File: config.mk
export PLATFORM = sky130hd
export DESIGN_NAME = bin2bcd_seq
export DESIGN_NICKNAME = d
export VERILOG_FILES = /design/src/rtl/bin2bcd_seq.sv
export SDC_FILE = /design/constraint.sdc
export NUM_CORES = 1
export LEC_CHECK = 0
export BUFFER_PORTS_ARGS = -buffer_cell sky130_fd_sc_hd__buf_4
export CAP_MARGIN = 20
export CELL_PAD_IN_SITES_DETAIL_PLACEMENT = 0
export CELL_PAD_IN_SITES_GLOBAL_PLACEMENT = 2
export CORE_MARGIN = 2
export CORE_UTILIZATION = 34
export CTS_CLUSTER_DIAMETER = 60
export DETAILED_ROUTE_END_ITERATION = 8
export GPL_TIMING_DRIVEN = 0
export PLACE_DENSITY_LB_ADDON = 0.1
export SLEW_MARGIN = 20
export SYNTH_ARGS = -nofsm -noshare
export SYNTH_HDL_FRONTEND = slang
export SYNTH_SLANG_ARGS = --single-unit
File: constraint.sdc
create_clock -name clk -period 2.4 [get_ports clk]
set_input_delay 0.48 -clock clk [delete_from_list [all_inputs] [get_ports clk]]
set_output_delay 0.48 -clock clk [all_outputs]
set_load 0.01 [all_outputs]
File: src/rtl/bin2bcd_seq.sv
// bin2bcd_seq: sequential double-dabble binary-to-BCD converter, one bit per clock
//   clk      in   clock, rising edge
//   rst      in   synchronous active-high reset
//   start    in   conversion request, taken when not busy
//   bin      in   binary value, sampled on the accept edge
//   busy     out  high while shifting
//   done     out  one-cycle pulse when results update
//   bcd      out  registered BCD result, digit 0 least significant
//   blank    out  leading-zero blank mask, bit 0 always 0
//   overflow out  value did not fit in DIGITS decimal digits
module bin2bcd_seq #(
    parameter int BIN_W  = 16,
    parameter int DIGITS = 5
) (
    input  logic                  clk,
    input  logic                  rst,
    input  logic                  start,
    input  logic [BIN_W-1:0]      bin,
    output logic                  busy,
    output logic                  done,
    output logic [4*DIGITS-1:0]   bcd,
    output logic [DIGITS-1:0]     blank,
    output logic                  overflow
);
    localparam int CW = $clog2(BIN_W + 1);
    localparam logic [DIGITS-1:0] BLANK_RST = ~DIGITS'(1);

    typedef enum logic [1:0] {IDLE, CONV, DONE} state_t;

    state_t               state_q, state_d;
    logic [BIN_W-1:0]     shift_reg;
    logic [4*DIGITS-1:0]  digits, adj, dig_n;
    logic [CW-1:0]        cnt;
    logic                 ovf_acc, carry, last, accept, z;
    logic [DIGITS-1:0]    blank_d;

    assign busy   = state_q == CONV;
    assign done   = state_q == DONE;
    assign accept = start && state_q != CONV;
    assign last   = cnt == CW'(BIN_W - 1);

    // add-3 fixup on every digit, then shift {digits, shift_reg} left by one
    always_comb begin
        adj = '0;
        for (int i = 0; i < DIGITS; i++)
            adj[4*i +: 4] = (digits[4*i +: 4] >= 4'd5) ? digits[4*i +: 4] + 4'd3 : digits[4*i +: 4];
        carry = adj[4*DIGITS-1];
        dig_n = {adj[4*DIGITS-2:0], shift_reg[BIN_W-1]};
    end

    // a digit is blank only if it and every digit above it are zero
    always_comb begin
        blank_d = '0;
        z       = 1'b1;
        for (int i = DIGITS - 1; i >= 1; i--) begin
            z          = z & (dig_n[4*i +: 4] == 4'd0);
            blank_d[i] = z;
        end
    end

    always_comb begin
        state_d = state_q;
        if (state_q == CONV)
            state_d = last ? DONE : CONV;
        else if (start)
            state_d = CONV;
        else if (state_q == DONE)
            state_d = IDLE;
    end

    always_ff @(posedge clk) begin
        if (rst) begin
            state_q   <= IDLE;
            shift_reg <= '0;
            digits    <= '0;
            cnt       <= '0;
            ovf_acc   <= 1'b0;
            bcd       <= '0;
            blank     <= BLANK_RST;
            overflow  <= 1'b0;
        end else begin
            state_q <= state_d;
            if (accept) begin
                shift_reg <= bin;
                digits    <= '0;
                cnt       <= '0;
                ovf_acc   <= 1'b0;
            end else if (state_q == CONV) begin
                shift_reg <= {shift_reg[BIN_W-2:0], 1'b0};
                digits    <= dig_n;
                cnt       <= cnt + CW'(1);
                ovf_acc   <= ovf_acc | carry;
                if (last) begin
                    bcd      <= dig_n;
                    blank    <= blank_d;
                    overflow <= ovf_acc | carry;
                end
            end
        end
    end
endmodule

# Word level (Yosys, flattened, before mapping)
# Index checks and enable logic that the tools add are counted.
# Widths: inputs -> output; s select.
word_totals:
  output_inout_bits: 28
  inputBits: 19
  regBits: 69
classes:
  add_sub_neg: 6
  mux: 11
  n_lt_le_gt_ge: 5
  n_reduce_logical: 9
  eq_ne: 4
  n_bitwise: 5
ops:
  columns: ["op", "n"]
  rows:
  - ["$mux 16", 2]
  - ["$add 4x2->4 const B", 5]
  - ["$ge 4x3->1 const B", 5]
  - ["$mux 4", 5]
  - ["$logic_not 4->1", 4]
  - ["$mux 2", 4]
  - ["$add 5x1->5 const B", 1]
  - ["$eq 5x4->1 const B", 1]
  - ["$and 1x1->1", 3]
  - ["$reduce_and 3->1", 1]
  - ["$reduce_bool 3->1", 1]
  - ["$eq 2x1->1 const B", 1]
  - ["$eq 2x2->1 const B", 1]
  - ["$ne 2x1->1 const B", 1]
  - ["$reduce_bool 2->1", 1]
  - ["$reduce_or 2->1", 1]
  - ["$logic_and 1x1->1", 1]
  - ["$not 1->1", 1]
  - ["$or 1x1->1", 1]

# Logic depth before layout (Yosys ltp)
# Gate-level depths: netlist (run 1).
logic_depth:
  word_depth: 6
  ltp_mapped: 8
  depth_no_buf: 7

# Least setup slack after synthesis (run 1)
# Ideal clock, no wire load.
synth_path:
  path_kind: "reg2reg"
  startpoint: "register digits[17]"
  endpoint: "register blank[1]"
  setup_slack_ns: 0.697
  path_buffers: 0
  arrival_ns: 1.618
  path_stages_with_launch: 8
  synth_period_minus_slack_ns: 1.703
  cell_sequence: "dfxtp_1 > inv_1 > ha_1 > nand2b_1 > a21oi_1 > mux2i_1 > nand4_1 > o31ai_2"
synth_via:
  elab_chain_len: 6
synth_lines:
  columns: ["element", "line_no", "rtl"]
  rows:
  - ["from (decl)", "32", "logic [4*DIGITS-1:0] digits, adj, dig_n;"]
  - ["from (signal assigned)", "90", "digits <= dig_n;"]
  - ["$add 4x2->4 / $ge 4x3->1 (equally long branches)", "46", "adj[4*i +: 4] = (digits[4*i +: 4] >= 4'd5) ? digits[4*i +: 4] + 4'd3 : digits[4*i +: 4];"]
  - ["$mux 4 (*)", "46", null]
  - ["$logic_not 4->1 (*)", "56", "z = z & (dig_n[4*i +: 4] == 4'd0);"]
  - ["$and 1x1->1 (*) (3 in series)", "56", null]
  - ["to (signal assigned)", "95", "blank <= blank_d;"]
  - ["to (decl)", "22", "output logic [DIGITS-1:0] blank,"]
# Every way passes the cells marked *; elsewhere a longest branch is shown, timed or not.
# A chain may end at the register's enable or synchronous reset.

# Worst setup path in the final report (run 1)
layout_path:
  startpoint: "register state_q[1]"
  endpoint: "output port busy"
layout_via:
  elab_chain_len: 1
layout_lines:
  columns: ["element", "line_no", "rtl"]
  rows:
  - ["from (decl)", "30", "state_t state_q, state_d;"]
  - ["from (signal assigned)", "82", "state_q <= state_d;"]
  - ["$eq 2x1->1", "37", "assign busy = state_q == CONV;"]
  - ["to (decl)", "19", "output logic busy,"]
# Every way passes these cells.

==> impl_metrics.yaml, run 1 <==
timing:
  tns_ns: 0
  hold_viol_final: 0
  layout_min_cycle_time_ns: 2.22
  report.final.slew_viol_count: 0
  setup-violations-final: 0
  slew_headroom_pct: 55.5
  tightest_slew_ns: 0.668
  clock-skew-final_ns: 0.0123
  min_period_over_period_pct: 92.3
  fmax_mhz: 451
  rsz0062_at_grt: "false"
global_routing:
  track_usage_pct: 17.6
  grt_first_pass_wirelength_um: 13700
  grt-ovfl-total: 0
  grt_max_degree: 13
  grt_pass1_vias: 2606
  antenna_found_initial: 0
cts:
  ctsResizeCount: 0
  cts-root-buf: "clkbuf_8"
  clk_path_buf_depth: 2
  cts_sinks: 69
  insertion_delay_ns: 0.34
  cts_tree: "done"
  htree_levels: 3
  post-cts-setup-buffer-count: 0
  ctsHoldBuffers: 0
  cts_inserted_buffers: 9
  clk_pin_slew_worst_paths_ns: 0.08
drt:
  firstDrtPassIters: 4
  avgViaCountPerCell: 4.76
  drtIter0Drc: 66
  wl_um: 8320
  drc: 0
  route.vias.total: 2702
  postRouteAntennaNets: 0
  wl_per_cell_um: 14.6
place:
  gp_congestion: 0.772
  dp_cells: 552
  dp_hpwl_um: 5910
  port_buffers: 43
pwr:
  power_density_nw_per_um2: 624
  p_leak_nw: 1.58
  ir_worst_vdd_mv: 0.232
worst_setup_path:
  startpoint: "state_q[1]"
  crit_path_max_incr_delay_ns: 0.49
  r2r_start: "digits[17]"
  cp-endpoint: "busy"
  critPathLaunchType: "flop"
  r2r_cells: 7
  required_ns: 1.92
  crit_family: "buffers and inverters"
  rr_endpoint: "blank[1]"
  cp.arrival_ns: 1.74
  worst-setup-path-type: "flop to primary output"
  path_cells: "nand2b_1 -> buf_6 -> clkinv_4 -> clkbuf_1 -> buf_4"
  end_kind: "primary output"
  critical_path_depth: 5
  crit_fanout: 10
  reg2reg_slack_ns: 0.25
  worst-path-buf-inv: 4
  cp_slowest_cell: "clkbuf_1"
synth:
  synthCells: 380
  yosys_warnings: 0
  synth_area_um2: 3250
  synth_seq_cells: 69
  synth_nets: 411
  ys_types: 37
  synth_area_per_cell_um2: 8.54
  yosysSeqAreaShare_pct: 42.6
finish:
  final_core_util_pct: 42.7
  drive_gt1_share_pct: 19.4
  mostFrequentLayoutCell: "dfxtp_1"
  final_nets: 465
  final_cell_mix: "dfxtp_1, nand2_1, buf_4"
  syn2layout_area_growth_pct: 21.5
  final_cells: 568
  num_antenna_cells: 0
floorplanning:
  fp-row-count: 35
  dieArea_um2: 10300
  ios: 47
  die-height_um: 102
  core_um2: 9240
  start_util_pct: 35.1
  die-width_um: 102
status:
  status: "complete, no violations"
flow_run:
  drv_cap: 0
worst_hold_path:
  hold_path_class: "input pin to flop"
[worst min path at each step]
stage,start,to,slack (ns),cells after the start
6_report,bin[0],shift_reg[0],0.43,3
5_1_grt,bin[0],shift_reg[0],0.44,3
4_1_cts,bin[0],shift_reg[0],0.43,3
3_5_place_dp,bcd[10],bcd[10],0.45,2
3_3_place_gp,bcd[5],bcd[5],0.44,2
2_1_floorplan,shift_reg[15],bcd[0],0.44,2
[tightest hold or removal path, stage by stage]
cell,delay [ns]
buf_4,0.08
mux2i_1,0.05
nor3_1,0.11
[synthesized netlist by cell type, drive strengths merged]
master / instances / area (um^2)
nand2b: 7 / 43.8
inv: 12 / 45.0
buf: 15 / 100
a21oi: 44 / 220
nand3: 5 / 25.0
o31ai: 1 / 12.5
nand2: 61 / 231
and2: 3 / 18.8
a21o: 1 / 7.51
ha: 12 / 150
clkbuf: 10 / 37.5
nor2b: 1 / 6.26
clkinv: 1 / 8.76
nand4: 2 / 12.5
conb: 1 / 3.75
and3b: 1 / 8.76
a311o: 1 / 10.0
mux2i: 26 / 260
a211oi: 30 / 260
nor3: 4 / 25.0
and3: 1 / 6.26
dfxtp: 69 / 1380
xor2: 2 / 17.5
nor2: 41 / 154
xnor2: 6 / 52.6
nor3b: 9 / 67.6
o21ai: 13 / 68.8
o21ba: 1 / 10.0
[cell families (layout without fill, tap and decap cells)]
group	Yosys count	count (layout)	synth area share, %
other cells	1	1	0.116
compound gates	91	91	18.2
mux	26	26	8.02
xor+xnor	8	8	2.16
flops	69	69	42.6
buf+inv	38	97	5.90
simple gates	135	135	18.5
fa+ha+maj	12	12	4.63
[power by group]
group	internal (mW)	switching, mW	leakage [nW]
clock network	0.586	0.465	0.110
registers	1.18	0.0233	0.561
logic	0.0858	0.128	0.906
total	1.85	0.616	1.58
[metal layers]
metal,track usage [%],vias up,part of all wire (%)
met5,0,-,0
met4,6.86,0,1.4
met3,2.97,8,2.6
met2,27.5,39,45
met1,24.2,1245,51
li1,-,1410,-
[through the flow]
stage	power (mW)	area, um^2	hold slack (ns)	setup WS, ns
global route	2.58	3950	0.439	0.0226
floorplan	1.36	3250	0.444	0.697
detailed placement	1.44	3730	0.448	0.223
global placement	1.44	3730	0.444	0.227
finish	2.46	3950	0.429	0.185
CTS	2.49	3950	0.426	0.148
[cell type report]
type | instances | area, um^2
plain buffers | 25 | 138
clock inverters | 6 | 87.6
flip-flops and latches | 69 | 1380
fillers | 986 | 5300
multi-input cells | 273 | 1670
well taps | 129 | 161
repair buffers | 43 | 323
clock buffers | 10 | 128
inverters | 13 | 53.8
No activity file was read; power rests on OpenSTA's default activity.
==> run 2, diff against run 1 <==
--- a/config.mk
+++ b/config.mk
@@ -7,14 +7,14 @@
 export LEC_CHECK = 0
 export BUFFER_PORTS_ARGS = -buffer_cell sky130_fd_sc_hd__buf_4
 export CAP_MARGIN = 20
-export CELL_PAD_IN_SITES_DETAIL_PLACEMENT = 0
-export CELL_PAD_IN_SITES_GLOBAL_PLACEMENT = 2
 export CORE_MARGIN = 2
-export CORE_UTILIZATION = 34
+export CORE_UTILIZATION = 57
 export CTS_CLUSTER_DIAMETER = 60
 export DETAILED_ROUTE_END_ITERATION = 8
+export GPL_ROUTABILITY_DRIVEN = 0
 export GPL_TIMING_DRIVEN = 0
-export PLACE_DENSITY_LB_ADDON = 0.1
+export HOLD_SLACK_MARGIN = 0.05
+export PLACE_DENSITY = 0.8
 export SLEW_MARGIN = 20
 export SYNTH_ARGS = -nofsm -noshare
 export SYNTH_HDL_FRONTEND = slang
==> run 2 against run 1 <==
Effect of this change:
- die area down 39%
- cell count down 10%
- sequential power about the same
- clock power about the same
- sequential share of layout area up 0.66 points
- non-clock buffer count unchanged
- power down 0.97%
- critical path depth unchanged
- hold slack better by 0.0043 ns
- critical path type unchanged
- largest power group unchanged
==> impl_metrics.yaml, run 2 (synthesis gave the netlist of run 1 again) <==
drt:
  met3WireLength_um: 438
  wl_um: 7450
  route.vias.total: 2809
  drt-met1-wl_um: 3280
  postRouteAntennaNets: 0
  drc: 0
  avgViaCountPerCell: 5.50
  firstDrtPassIters: 4
  routed.top_layer: "met4"
  wl_per_cell_um: 14.6
  drtIter0Drc: 123
  wl_met2_um: 3610
timing:
  clock-skew-final_ns: 0.0131
  setup-violations-final: 0
  report.final.slew_viol_count: 0
  min_period_over_period_pct: 90.3
  fmax_mhz: 462
  layout_min_cycle_time_ns: 2.17
  tns_ns: 0
  slew_headroom_pct: 57.3
  hold_viol_final: 0
  setup_slack_ns: 0.233
  tightest_slew_ns: 0.640
  rsz0062_at_grt: "false"
  whs_ns: 0.433
pwr:
  swShare_pct: 24.5
  power_frac_seq_pct: 49.2
  comb_power_share_pct: 8.6
  internal_power_mw: 1.84
  ir_worst_vdd_mv: 0.410
  p_leak_nw: 1.57
  power_mw: 2.44
  power_density_nw_per_um2: 630
  clkPwrFrac_pct: 42.2
  switchingPower_mw: 0.599
cts:
  ctsResizeCount: 0
  ctsHoldBuffers: 0
  cts_tree: "done"
  cts_sinks: 69
  clk_pin_slew_worst_paths_ns: 0.08
  post-cts-setup-buffer-count: 0
  cts-root-buf: "clkbuf_8"
  htree_levels: 3
  clk_path_buf_depth: 2
  insertion_delay_ns: 0.35
  cts_inserted_buffers: 9
finish:
  mostFrequentLayoutCell: "dfxtp_1"
  syn2layout_area_growth_pct: 19.3
  register_area_um2: 1380
  drive_gt1_share_pct: 19.6
  num_antenna_cells: 0
  final_core_util_pct: 70.3
  final_nets: 465
  final_cell_mix: "dfxtp_1, nand2_1, buf_4"
  design_area_um2: 3870
  final_cells: 511
  final.fill_count: 449
  multi_input_area_um2: 1670
global_routing:
  grt_pass1_vias: 2688
  grt-ovfl-total: 0
  grt_first_pass_wirelength_um: 12300
  track_usage_pct: 25.1
  antenna_found_initial: 0
  grt_max_degree: 13
place:
  dp_cells: 495
  pre_cts_ws_ns: 0.415
  placed_area_um2: 3660
  port_buffers: 43
  dp_hpwl_um: 5200
worst_setup_path:
  crit_fanout: 10
  path_cells: "nand2b_1 -> buf_6 -> clkinv_4 -> clkbuf_1 -> buf_4"
  crit_path_max_incr_delay_ns: 0.43
  cp.arrival_ns: 1.69
  required_ns: 1.92
  critPathLaunchType: "flop"
  cp_slowest_cell: "clkbuf_1"
  end_kind: "primary output"
  worst-setup-path-type: "flop to primary output"
floorplanning:
  die-width_um: 79.5
  die-height_um: 79.5
  dieArea_um2: 6310
  fp-row-count: 27
  start_util_pct: 58.9
  ios: 47
  core_um2: 5510
status:
  status: "complete, no violations"
flow_run:
  drv_cap: 0
worst_hold_path:
  hold_path_class: "input pin to flop"
## run 2: final cells by class
class	count	area share [%]
Buffer	25	3.55
Clock buffer	9	3.20
Clock inverter	7	2.33
Inverter	13	1.39
Multi-Input combinational cell	273	43.2
Sequential cell	69	35.7
Tap cell	72	2.33
Timing Repair Buffer	43	8.34
## run 2: power groups by stage
stage | Clock (mW) | Combinational [mW] | Sequential, mW
4_1_cts | 1.04 | 0.209 | 1.20
3_3_place_gp | 0 | 0.199 | 1.22
2_1_floorplan | 0 | 0.145 | 1.22
3_5_place_dp | 0 | 0.207 | 1.23
6_report | 1.03 | 0.209 | 1.20
5_1_grt | 1.08 | 0.231 | 1.20
## run 2: routing by layer
| metal | track usage [%] | vias up |
|---|---|---|
| met2 | 42.5 | 83 |
| met4 | 11.7 | 0 |
| met5 | 0 | - |
| li1 | - | 1407 |
| met3 | 3.96 | 12 |
| met1 | 31.0 | 1307 |
## run 2: path summary, 6_finish.rpt
| path | from | endpoint | slack, ns | cells past startpoint |
|---|---|---|---|---|
| setup / recovery | state_q[1] | busy | 0.23 | 5 |
| hold / removal | bin[0] | shift_reg[0] | 0.43 | 3 |
| setup reg to reg | digits[17] | blank[1] | 0.38 | 7 |
| hold reg to reg | bcd[1] | bcd[1] | 0.45 | 2 |
## run 2: worst max-delay path, delay by kind of cell (launching register included)
kind	cells	cell delay, ns
and+or+nand+nor	1	0.15
buffers and inverters	4	0.84
DFF	1	0.33
